$ cat config.mk
export PLATFORM = sky130hd
export DESIGN_NAME = bin2csd_seq
export DESIGN_NICKNAME = d
export VERILOG_FILES = /design/src/rtl/bin2csd_seq.sv
export SDC_FILE = /design/constraint.sdc
export NUM_CORES = 1
export LEC_CHECK = 0
export CORE_AREA = 3 3 110 112
export DETAILED_ROUTE_END_ITERATION = 6
export DIE_AREA = 0 0 113 115
export HOLD_SLACK_MARGIN = 0.03
export PLACE_DENSITY = 0.54
export SLEW_MARGIN = 20
export SYNTH_ARGS = -nofsm -noshare
export SYNTH_HDL_FRONTEND = slang
export SYNTH_SLANG_ARGS = --single-unit
export TNS_END_PERCENT = 10
$ cat constraint.sdc
create_clock -name clk -period 5.8 [get_ports clk]
set_clock_uncertainty 0.05 [all_clocks]
set_input_delay 1.45 -clock clk [delete_from_list [all_inputs] [get_ports clk]]
set_output_delay 1.45 -clock clk [all_outputs]
set_load 0.02 [all_outputs]
$ cat src/rtl/bin2csd_seq.sv
// bin2csd_seq: serial LSB-first Reitwiesner binary-to-CSD recoder with digit stream, parallel word and non-zero count
module bin2csd_seq #(
  parameter int W      = 16,
  parameter int SIGNED = 0,
  parameter int CNT_W  = $clog2(W + 2)
) (
  input  logic             clk,
  input  logic             rst,
  input  logic             ena,
  input  logic             in_valid,
  output logic             in_ready,
  input  logic [W-1:0]     x,
  output logic             dig_valid,
  output logic [1:0]       dig,
  output logic             dig_last,
  output logic             out_valid,
  input  logic             out_ready,
  output logic [2*W+1:0]   y,
  output logic [CNT_W-1:0] nz_cnt
);
  localparam int N = (SIGNED != 0) ? W : W + 1;
  localparam int IW = $clog2(W + 2);
  localparam logic [IW-1:0] LAST = IW'(N - 1);
  typedef enum logic [1:0] {IDLE, RUN, DONE} state_t;
  state_t r_state, w_next;
  logic [W-1:0] r_x;
  logic r_c, r_dv, r_dl;
  logic [IW-1:0] r_i, w_i1;
  logic [1:0] r_dig, w_d;
  logic [2*W+1:0] r_y, w_y;
  logic [CNT_W-1:0] r_nz;
  logic [W+1:0] w_xe;
  logic w_xi, w_xn, w_cn, w_nz, w_last;
  // operand extended by two bits so digit N-1 can look at x_{N}
  assign w_xe   = {{2{(SIGNED != 0) ? r_x[W-1] : 1'b0}}, r_x};
  assign w_i1   = r_i + 1'b1;
  assign w_xi   = w_xe[r_i];
  assign w_xn   = w_xe[w_i1];
  assign w_cn   = (w_xi & w_xn) | (w_xi & r_c) | (w_xn & r_c);
  assign w_nz   = w_xi ^ r_c;
  assign w_d    = w_nz ? (w_xn ? 2'b10 : 2'b01) : 2'b00;
  assign w_last = r_i == LAST;
  assign w_y    = r_y | ({{(2*W){1'b0}}, w_d} << {r_i, 1'b0});
  always_ff @(posedge clk or posedge rst)
    if (rst) r_state <= IDLE;
    else if (ena) r_state <= w_next;
  always_comb
    w_next = (r_state == IDLE) ? (in_valid ? RUN : IDLE) :
             (r_state == RUN)  ? (w_last ? DONE : RUN) :
             (out_ready ? IDLE : DONE);
  always_comb begin
    in_ready  = r_state == IDLE;
    out_valid = r_state == DONE;
  end
  always_ff @(posedge clk or posedge rst)
    if (rst) begin
      r_x   <= '0;
      r_c   <= 1'b0;
      r_i   <= '0;
      r_y   <= '0;
      r_nz  <= '0;
      r_dig <= 2'b00;
      r_dv  <= 1'b0;
      r_dl  <= 1'b0;
    end else if (ena) begin
      r_dv <= 1'b0;
      r_dl <= 1'b0;
      if (r_state == IDLE && in_valid) begin
        r_x  <= x;
        r_c  <= 1'b0;
        r_i  <= '0;
        r_y  <= '0;
        r_nz <= '0;
      end else if (r_state == RUN) begin
        r_dig <= w_d;
        r_dv  <= 1'b1;
        r_dl  <= w_last;
        r_y   <= w_y;
        r_nz  <= r_nz + CNT_W'(w_nz);
        r_c   <= w_cn;
        r_i   <= w_i1;
      end
    end
  assign dig_valid = r_dv;
  assign dig       = r_dig;
  assign dig_last  = r_dl;
  assign y         = r_y;
  assign nz_cnt    = r_nz;
endmodule
==> flow_summary.toml <==
[yosys]
synth.avg_cell_area_um2 = 9.65
synth_top_area_share_pct = 50.1
syn_area_um2 = 3350
synthArstFlopShare_pct = 100
synth-main-ff-cell = "dfrtp_1"
synth_edf_count = 0
syn_nets = 373
yosys-top-cells-area = "dfrtp_1 (50%), nand2_1 (7.5%), o21a_1 (3.6%)"
syn_inst = 347
yosys_warnings = 0
ys_seq_area_share_pct = 50.1
synth_cell_type_count = 44
ys_seq_elements = 67
yosys.area.top_type = "dfrtp_1"

[clocking]
htree_levels = 3
cts.repair.resized = 0
cts-root-buf = "clkbuf_16"
clock_latency_ps = 340
hold_buffers = 0
clkTransAtPathRegs_ps = 60
cts_tree = "yes"
post-cts-setup-buffers = 0
cts.sinks = 67
clockBufferDepth = 2
cts-buffers-inserted = 9

[timing]
rsz0062_at_grt = "false"
fin_crit_ps = 3680
fin_tns_setup_ps = 0
final_max_slew_viol_count = 0
timing.final.crit_share_pct = 63.4
setup_viol = 0
fmax_mhz = 272
whs_ps = 433
worst_pin_slew_ps = 846
hold_viol = 0
max_slew_margin_pct = 43.6

[drt]
dr_total_vias = 2713
drc = 0
drt_iter0_drc = 173
routed_via_density = 4.91
dr.pass1.iters = 4
ant_nets = 0
wire_per_inst_um = 14.8
wirelength_um = 8170

[critical_path]
cp-start-kind = "register"
critPathKind = "reg2reg"
critPathBufInv = 1
cpMaxStageDelayCell = "dfrtp_1"
worstPathMaxFanout = 21
path_delay_family = "compound AO/OA/AOI/OAI gates"
setup.worst_path.end_class = "register"
cp.arrival_ps = 3900
crit_path_cell_trace = "nor2b_1 -> a2111oi_0 -> a311oi_1 -> a22oi_1 -> inv_1 -> ha_1 -> and3_1 -> nand2_1 -> or3_1 -> nor3_1 -> o21a_1"
cp_slowest_stage_delay_ps = 850
crit_required_ps = 6020

[worst_hold_path]
worstHoldPathType = "reg2reg"

[finish]
final_cell_mix = "nand2_1 (67), dfrtp_1 (67), clkdlybuf4s50_1 (65)"
antennaDiodeCount = 0
syn2layout_area_growth_pct = 32.1
final_nets = 431
fin_cells = 553
final_layout_size_suffix_gt1_share_pct = 8.05
num-fill-cells = 1162

[power]
p_leak_nw = 1.90
vdd_drop_max_uv = 207
p_per_area_nw_per_um2 = 599

[place]
io_buffers = 65
gp_congestion = 0.780
placedCellCount = 537
dpl.hpwl_um = 5770

[grt]
gr-usage-all-layers_pct = 13.4
grt_pass1_wl_um = 14000
gr-total-overflow = 0
grt_start_max_net_pins = 68
antenna_found_initial = 0
grt_pass1_vias = 2754

[floorplanning]
rows = 39
dieArea_um2 = 13000
die_y_um = 115
chipWidth_um = 113
core_um2 = 11300
start_util_pct = 29.6
ios = 66

[job]
cap_violations = 0

[run_status]
status = "finished clean"
## per-stage QoR
stage                     total power [mW]  cell area [µm²]  utilization, %  setup slack [ps]
after global placement                2.05             4090            36.1              2110
after detailed placement              2.08             4090            36.1              2030
after global routing                  2.84             4420            39.1              1740
after floorplan                       1.71             3350               -              2620
final                                 2.65             4420            39.1              2120
after CTS                             2.68             4420            39.0              2130
## per-layer routing
| metal | vias to the layer above | part of all wire [%] | GRT usage [%] |
|---|---|---|---|
| met1 | 1298 | 46 | 17.9 |
| met5 | - | 0 | 0 |
| met4 | 0 | 1.3 | 5.05 |
| li1 | 1336 | - | - |
| met3 | 11 | 5.4 | 3.47 |
| met2 | 68 | 47 | 21.2 |
## sequential cells by signal, summed over array words and instances (netlist names)
register and flops:
r_c 1, dig_valid 1, r_i 5, dig 2, nz_cnt 5, dig_last 1, r_x 16, r_state 2
y 34
## cells by family (layout without fill, tap and decap cells)
group	Yosys count	count (layout)	synth area share, %
XOR/XNOR	7	7	1.83
buffers and inverters	45	108	6.35
multiplexers	12	12	5.46
AND/OR/NAND/NOR	135	135	19.0
flip-flops	67	67	50.1
adder cells (fa/ha/maj)	5	5	1.87
AO/OA/AOI/OAI	76	76	15.4
## power by group
group | internal (mW) | switching [mW] | total [mW]
combinational | 0.522 | 0.699 | 1.22
sequential | 0.649 | 0.190 | 0.839
clock | 0.387 | 0.203 | 0.590
total | 1.56 | 1.09 | 2.65
## final timing paths
kind                               startpoint           endpoint  slack, ps  cells past startpoint
setup / recovery           r_i[2]$_DFFE_PP0P_  y[30]$_DFFE_PP0P_       2120                     11
hold / removal               y[8]$_DFFE_PP0P_   y[8]$_DFFE_PP0P_        430                      1
setup reg to reg           r_i[2]$_DFFE_PP0P_  y[30]$_DFFE_PP0P_       2120                     11
hold reg to reg              y[8]$_DFFE_PP0P_   y[8]$_DFFE_PP0P_        430                      1
max in group asynchronous                 rst  y[33]$_DFFE_PP0P_       3510                      3
min in group asynchronous                 rst   y[2]$_DFFE_PP0P_       1650                      3
## worst reg2reg max path: stages (launching register included)
cell       delay, ps
dfrtp_1          850
nor2b_1          100
a2111oi_0        560
a311oi_1         120
a22oi_1          280
inv_1             80
ha_1             440
and3_1           300
nand2_1          120
or3_1            410
nor3_1           170
o21a_1           130
## layout make-up
class	instances	area, µm²	area share [%]
Clock buffer	10	239	5.40
Clock inverter	6	88.8	2.01
Inverter	22	82.6	1.87
Multi-Input combinational cell	235	1470	33.2
Sequential cell	67	1680	37.9
Tap cell	143	179	4.04
Timing Repair Buffer	70	688	15.6
## synth_stat cells (all sizes together) (2+ instances only)
| cell | n |
|---|---|
| o21ai | 10 |
| a311oi | 3 |
| nand2 | 67 |
| dfrtp | 67 |
| nor2 | 17 |
| nor4 | 13 |
| nor3 | 7 |
| clkbuf | 10 |
| a2111oi | 2 |
| nor2b | 4 |
| and2 | 2 |
| nand3 | 7 |
| nand2b | 2 |
| nor3b | 3 |
| a22oi | 3 |
| and3 | 6 |
| nand4 | 2 |
| a22o | 2 |
| xor2 | 5 |
| or3 | 3 |
| xnor2 | 2 |
| ha | 5 |
| inv | 22 |
| buf | 13 |
| mux4 | 5 |
| o211ai | 15 |
| mux2i | 7 |
| o31ai | 2 |
| a21oi | 17 |
| o21a | 16 |
Power figures use the tool's default switching activity.
